$ cat config.mk
export PLATFORM = sky130hd
export DESIGN_NAME = regfile_decode_hz_flat
export DESIGN_NICKNAME = d
export VERILOG_FILES = /design/src/rtl/mips_pkg.sv /design/src/rtl/regfile_decode_hz_if.sv /design/src/rtl/imm_ext.sv /design/src/rtl/regfile_decode_hz.sv /design/src/flat_wrapper.sv
export SDC_FILE = /design/constraint.sdc
export NUM_CORES = 2
export LEC_CHECK = 0
export CAP_MARGIN = 40
export CORE_UTILIZATION = 40
export CTS_CLUSTER_DIAMETER = 120
export DETAILED_ROUTE_END_ITERATION = 8
export PLACE_DENSITY = 0.59
export SLEW_MARGIN = 10
export SYNTH_ARGS = -nofsm -noshare
export SYNTH_HDL_FRONTEND = slang
export SYNTH_SLANG_ARGS = --single-unit
export TNS_END_PERCENT = 5
$ cat constraint.sdc
create_clock -name clock -period 4.7 [get_ports clock]
set_input_delay 0.94 -clock clock [delete_from_list [all_inputs] [get_ports clock]]
set_output_delay 0.94 -clock clock [all_outputs]
set_load 0.02 [all_outputs]
$ cat src/rtl/mips_pkg.sv
// rtl/mips_pkg.sv - shared MIPS opcode, field and immediate-mode definitions
package mips_pkg;

    localparam logic [5:0] OP_JAL  = 6'h03;
    localparam logic [5:0] OP_ANDI = 6'h0C;
    localparam logic [5:0] OP_ORI  = 6'h0D;
    localparam logic [5:0] OP_XORI = 6'h0E;
    localparam logic [5:0] OP_LUI  = 6'h0F;

    localparam int OP_MSB  = 31;
    localparam int OP_LSB  = 26;
    localparam int RS_MSB  = 25;
    localparam int RS_LSB  = 21;
    localparam int RT_MSB  = 20;
    localparam int RT_LSB  = 16;
    localparam int RD_MSB  = 15;
    localparam int RD_LSB  = 11;
    localparam int IMM_MSB = 15;
    localparam int IMM_LSB = 0;

    localparam int REG_RA = 31;

    typedef enum logic [1:0] {
        EXT_SIGN,
        EXT_ZERO,
        EXT_LUI
    } ext_mode_e;

    function automatic ext_mode_e ext_mode(input logic [5:0] op);
        case (op)
            OP_ANDI, OP_ORI, OP_XORI: return EXT_ZERO;
            OP_LUI:                   return EXT_LUI;
            default:                  return EXT_SIGN;
        endcase
    endfunction

endpackage

$ cat src/rtl/regfile_decode_hz_if.sv
// rtl/regfile_decode_hz_if.sv - write-back and external injection port bundle
interface regfile_decode_hz_if #(
    parameter int DATA_W = 32,
    parameter int ADDR_W = 5
);
    logic              wb_en;
    logic [ADDR_W-1:0] wb_addr;
    logic [DATA_W-1:0] wb_data;
    logic              ext_valid;
    logic [DATA_W-1:0] ext_data;
    logic              ext_ready;

    modport master (
        output wb_en, wb_addr, wb_data, ext_valid, ext_data,
        input  ext_ready
    );

    modport slave (
        input  wb_en, wb_addr, wb_data, ext_valid, ext_data,
        output ext_ready
    );
endinterface

$ cat src/rtl/imm_ext.sv
// rtl/imm_ext.sv - combinational immediate extender selected by opcode
module imm_ext
    import mips_pkg::*;
#(
    parameter int DATA_W = 32
) (
    input  logic [5:0]        opcode,
    input  logic [15:0]       imm,
    output logic [DATA_W-1:0] imme_extend
);

    always_comb begin
        imme_extend = '0;
        case (ext_mode(opcode))
            EXT_ZERO: imme_extend[15:0] = imm;
            EXT_LUI:  imme_extend[31:16] = imm;
            default:  imme_extend = {{(DATA_W-16){imm[15]}}, imm};
        endcase
    end

endmodule

$ cat src/rtl/regfile_decode_hz.sv
// rtl/regfile_decode_hz.sv - decode-stage register file with bypass, load scoreboard and I/O injection
module regfile_decode_hz
    import mips_pkg::*;
#(
    parameter int  DATA_W = 32,
    parameter int  NREGS  = 32,
    parameter int  IO_REG = 25,
    parameter int  BYPASS = 1,
    localparam int ADDR_W = $clog2(NREGS)
) (
    input  logic              clock,
    input  logic              reset,
    input  logic [31:0]       instruction,
    input  logic              jal,
    input  logic              reg_dst,
    input  logic              ld_issue,
    output logic [ADDR_W-1:0] dest_addr,
    output logic [DATA_W-1:0] read_data_1,
    output logic [DATA_W-1:0] read_data_2,
    output logic [DATA_W-1:0] imme_extend,
    output logic              hazard,
    regfile_decode_hz_if.slave bus,
    output logic [DATA_W-1:0] io_reg_o
);

    localparam logic [ADDR_W-1:0] IO_A = ADDR_W'(IO_REG);
    localparam logic [ADDR_W-1:0] RA_A = ADDR_W'(REG_RA);
    localparam bit                BYP  = (BYPASS != 0);

    logic [DATA_W-1:0] regs [NREGS];
    logic [NREGS-1:0]  busy;
    logic [NREGS-1:0]  busy_nxt;

    logic [ADDR_W-1:0] rs_a, rt_a, rd_a;
    logic              ext_acc;
    logic              wb_live;

    assign rs_a = ADDR_W'(instruction[RS_MSB:RS_LSB]);
    assign rt_a = ADDR_W'(instruction[RT_MSB:RT_LSB]);
    assign rd_a = ADDR_W'(instruction[RD_MSB:RD_LSB]);

    assign dest_addr = jal ? RA_A : (reg_dst ? rd_a : rt_a);

    imm_ext #(.DATA_W(DATA_W)) u_imm_ext (
        .opcode      (instruction[OP_MSB:OP_LSB]),
        .imm         (instruction[IMM_MSB:IMM_LSB]),
        .imme_extend (imme_extend)
    );

    // Core write-back always wins the IO register; injection waits a cycle.
    assign bus.ext_ready = !reset && !(bus.wb_en && bus.wb_addr == IO_A);
    assign ext_acc       = bus.ext_valid && bus.ext_ready;
    assign wb_live       = bus.wb_en && (bus.wb_addr != '0);

    function automatic logic [DATA_W-1:0] read_port(input logic [ADDR_W-1:0] a);
        if (BYP && wb_live && bus.wb_addr == a)
            return bus.wb_data;
        else if (BYP && ext_acc && a == IO_A)
            return bus.ext_data;
        else
            return regs[a];
    endfunction

    assign read_data_1 = read_port(rs_a);
    assign read_data_2 = read_port(rt_a);
    assign io_reg_o    = regs[IO_A];

    // A load issued to the register being written back stays pending.
    always_comb begin
        busy_nxt = busy;
        if (bus.wb_en)
            busy_nxt[bus.wb_addr] = 1'b0;
        if (ld_issue)
            busy_nxt[dest_addr] = 1'b1;
        busy_nxt[0] = 1'b0;
    end

    always_ff @(posedge clock) begin
        if (reset) begin
            for (int i = 0; i < NREGS; i++)
                regs[i] <= '0;
            busy <= '0;
        end else begin
            if (wb_live)
                regs[bus.wb_addr] <= bus.wb_data;
            if (ext_acc)
                regs[IO_A] <= bus.ext_data;
            busy <= busy_nxt;
        end
    end

    always_comb begin
        if (BYP)
            hazard = (busy[rs_a] && !(bus.wb_en && bus.wb_addr == rs_a)) ||
                     (busy[rt_a] && !(bus.wb_en && bus.wb_addr == rt_a));
        else
            hazard = busy[rs_a] || busy[rt_a];
    end

endmodule

$ cat src/flat_wrapper.sv
// flat-port wrapper written by rule: the top's interface ports become plain ports
module regfile_decode_hz_flat import mips_pkg::*;
#(
    parameter int  DATA_W = 32,
    parameter int  NREGS  = 32,
    parameter int  IO_REG = 25,
    parameter int  BYPASS = 1,
    localparam int ADDR_W = $clog2(NREGS)
)
  (clock, reset, instruction, jal, reg_dst, ld_issue, dest_addr, read_data_1, read_data_2, imme_extend, hazard, io_reg_o, bus_wb_en, bus_wb_addr, bus_wb_data, bus_ext_valid, bus_ext_data, bus_ext_ready);
  regfile_decode_hz_if #(.DATA_W(DATA_W), .ADDR_W(5)) bus_i ();
  input  logic clock;
  input  logic reset;
  input  logic [31:0] instruction;
  input  logic jal;
  input  logic reg_dst;
  input  logic ld_issue;
  output logic [ADDR_W-1:0] dest_addr;
  output logic [DATA_W-1:0] read_data_1;
  output logic [DATA_W-1:0] read_data_2;
  output logic [DATA_W-1:0] imme_extend;
  output logic hazard;
  output logic [DATA_W-1:0] io_reg_o;
  input wire logic [$bits(bus_i.wb_en)-1:0] bus_wb_en;
  input wire logic [$bits(bus_i.wb_addr)-1:0] bus_wb_addr;
  input wire logic [$bits(bus_i.wb_data)-1:0] bus_wb_data;
  input wire logic [$bits(bus_i.ext_valid)-1:0] bus_ext_valid;
  input wire logic [$bits(bus_i.ext_data)-1:0] bus_ext_data;
  output wire logic [$bits(bus_i.ext_ready)-1:0] bus_ext_ready;
  assign bus_i.wb_en = bus_wb_en;
  assign bus_i.wb_addr = bus_wb_addr;
  assign bus_i.wb_data = bus_wb_data;
  assign bus_i.ext_valid = bus_ext_valid;
  assign bus_i.ext_data = bus_ext_data;
  assign bus_ext_ready = bus_i.ext_ready;
  regfile_decode_hz #(.DATA_W(DATA_W), .NREGS(NREGS), .IO_REG(IO_REG), .BYPASS(BYPASS)) u_core (.clock(clock), .reset(reset), .instruction(instruction), .jal(jal), .reg_dst(reg_dst), .ld_issue(ld_issue), .dest_addr(dest_addr), .read_data_1(read_data_1), .read_data_2(read_data_2), .imme_extend(imme_extend), .hazard(hazard), .bus(bus_i), .io_reg_o(io_reg_o));
endmodule
==> results.yml <==
run_status:
  run_status: "finished, violations left"
  failed_checks: "DRC, setup timing"
die:
  total_core_area_um2: 144000
  die_outline_height_um: 383
  design.die.area_um2: 147000
  top_level_ports: 243
  num_rows: 139
  die-width_um: 383
  initial_utilization: 0.404
synthesis:
  synth_seq_area_share: 0.541
  post_synth.cell_area_avg_um2: 14.5
  synth_seq_cells: 1055
  syn_area_um2: 58000
  synthCells: 4011
  number_of_enable_flip_flop_cells_after_synthesis: 1024
  synthFlopType: "edfxtp_1"
  synth_cell_type_count: 57
  synth_async_sr_flop_share: 0
  ys_warn_count: 0
global_routing:
  largest_net_degree_at_the_start_of_global_routing: 46
  grt_overflow_total: 0
  first_global_vias: 39432
  grt_usage: 0.298
  antenna_found_initial: 10
  wire_length_of_the_first_global_routing_pass_um: 306000
timing:
  post-route-min-period_ns: 4.77
  worst_hold_slack_ns: 0.488
  period_share: 1.01
  finalSetupViolCount: 2
  worst_slew_margin_rel: 0.410
  setup_slack_ns: -0.0669
  hold_violations: 0
  max_slew.worst_pin.slew_ns: 0.883
  timing.clock.skew_ns: 0
  fmaxAchievable_mhz: 210
  grt_setup_unrepaired: "yes"
  drv_slew: 0
clocking:
  ctsLongestPathBuffers: 3
  tritoncts_num_sinks: 1055
  clkTransAtPathRegs_ns: 0.06
  root_buffer: "clkbuf_16"
  cts-buffers-inserted: 115
  tritoncts: "built"
  htree_levels: 3
  clkLatencyLatePin_ns: 0.72
detailed_routing:
  drt_pre_antenna_iters: 9
  detail_route.drc_violations: 140
  drt.antenna.violating_nets: 0
  vias_per_cell: 6.31
  detail_route.wirelength_um: 220000
  post_drt_wl_per_cell_um: 34.5
  routed-via-count: 40313
  drt_iter0_markers: 5925
placed_design:
  dpl.hpwl_um: 145000
  finalWeightedCongestion: 0.910
  placedInstanceArea_um2: 65900
  numPortBuffers: 242
  dp.cells: 6168
  post-place-ws_ns: -0.128
power:
  p_leak_uw: 0.0247
  peakVddDrop_v: 0.000304
  power.density_nw_per_um2: 355
critical_path:
  critical_path_class: "in2out"
  critPathCaptureType: "primary output"
  worst_setup_path_startpoint: "instruction[19]"
  rrSetupSlack_ns: 3.94
  timing.critical_path.fanout_max: 30
  ff_to_ff_start: "u_core.busy[3]"
  worst_flop_to_flop_path_endpoint: "u_core.busy[3]"
  timing.critical_path.from_type: "input port"
  required_ns: 3.76
  worstRegToRegCells: 2
  worst-endpoint-arrival_ns: 3.83
worst_hold_path:
  hold_path_startpoint: "u_core.busy[5]"
  worst_hold_path_type: "reg2reg"
  holdPathEnd: "u_core.busy[5]"
  holdPathStages: 2
final_layout:
  post-route-cell-area_um2: 70200
  drive_gt1_frac: 0.303
  nets: 4491
  synthToLayoutAreaGrowth_pct: 21.0
  final-instance-count-excl-fill: 6392
flow_run:
  max_cap_viol_count: 0
cell families after synthesis:
kind of cell | synth area share
xor gates and xnor gates | 0.00151
DFF | 0.541
AOI/OAI and AO/OA | 0.0603
buffers and inverters | 0.0348
and+or+nand+nor | 0.126
muxes | 0.236
adders and majority gates | 0.000216
other | 0.0000647
layer usage:
layer | track usage | vias to the layer above | part of all wire
met4 | 0.119 | 2 | 0.043
met1 | 0.409 | 20890 | 0.39
met2 | 0.453 | 2729 | 0.45
met5 | 0 | - | 0.000050
li1 | - | 16272 | -
met3 | 0.0731 | 420 | 0.12
critical path, stage by stage:
cell,delay (ns)
clkdlybuf4s50_1,0.46
buf_12,0.19
and3_1,0.22
buf_12,0.17
a22oi_1,0.22
o31ai_1,0.09
buf_4,0.16
nor4_1,0.57
nor2_1,0.13
clkdlybuf4s50_1,0.58
repair_timing:
| item | 4_1_cts | 5_1_grt |
|---|---|---|
| hold buffers | 0 | 0 |
| setup endpoints to repair | 27 | 41 |
| gates resized for setup | 19 | 39 |
| setup buffers | 0 | 0 |
registers in the layout, summed over array words and instances, names as in the netlist:
name	cells
u_core.busy	31
u_core.regs	1024
Yosys cell counts (all sizes together), types with 3 or more instances:
cell	number	area, um2
edfxtp	1024	30700
and2	961	6010
mux4	457	10300
clkbuf	291	1090
mux2	163	1840
mux2i	156	1560
buf	151	862
o22ai	132	826
nor2	79	297
a22oi	62	465
o21ai	60	300
nand2	48	180
nor4	37	246
a22o	36	315
o31ai	33	248
nor2b	32	200
o211a	32	320
dfxtp	31	621
o211ai	31	233
a21oi	29	145
a32oi	29	254
inv	16	60.1
nor3	16	80.1
a211oi	15	133
a21o	15	113
nand2b	9	56.3
xor2	9	78.8
nand3	8	40.0
nand3b	4	30.0
nand4	4	25.0
o21a	4	30.0
or2	4	25.0
a311oi	3	26.3
and3	3	18.8
and3b	3	26.3
o2bb2ai	3	26.3
where the power goes:
group	internal (uW)	leakage [uW]	total [uW]	switching, uW
Sequential	10800	0.0100	11100	305
Clock	5750	0.00197	9760	4010
Combinational	1760	0.0127	4000	2240
cell usage in the layout, fill, tap and decap left out, types with 9 or more instances in the layout:
cell / count
xor2_1: 9
clkdlybuf4s50_1: 213
nor2b_1: 32
clkinv_2: 26
a21o_1: 15
clkbuf_1: 20
a21oi_1: 28
bufinv_16: 21
conb_1: 32
a22o_1: 36
dlymetal6s2s_1: 13
o21ai_0: 27
o211a_1: 31
nor3_1: 15
buf_12: 92
nor2_1: 48
dfxtp_1: 31
mux2i_1: 155
o21ai_4: 31
clkinv_1: 22
nor4_2: 16
clkbuf_16: 117
nor2_4: 23
o211ai_1: 31
a32oi_1: 29
edfxtp_1: 1024
a22oi_2: 19
o31ai_1: 33
mux2_2: 163
nor4_1: 20
o22ai_1: 132
inv_1: 14
a211oi_1: 9
a22oi_1: 43
nand2_1: 46
and2_1: 961
buf_4: 334
mux4_2: 457
area by class of cell:
type | count | area [um2]
fillers | 12297 | 73400
diodes | 4 | 10.0
multi-input cells | 2528 | 25500
well taps | 1903 | 2380
repair buffers | 665 | 6810
inverters | 17 | 63.8
clock inverters | 81 | 1000
clock buffers | 139 | 3030
flip-flops and latches | 1055 | 31400
worst max path at each step:
stage               depth (start not counted)  slack, ns                  to
finish                                     10      -0.07     read_data_2[24]
global route                               10      -0.03      read_data_2[0]
CTS                                         9      -0.02     read_data_1[26]
detailed placement                          9      -0.13     read_data_1[19]
global placement                            9      -0.46     read_data_2[16]
floorplan                                   5       0.11  u_core.regs[18][0]
per-stage QoR:
stage / util / setup TNS (ns) / power (uW)
floorplan: - / 0 / 13200
global route: 0.489 / -0.0821 / 25500
global placement: 0.458 / -2.64 / 15200
CTS: 0.488 / -0.0581 / 24900
finish: 0.489 / -0.0676 / 24900
detailed placement: 0.459 / -0.942 / 15200
Power figures use the tool's default switching activity.
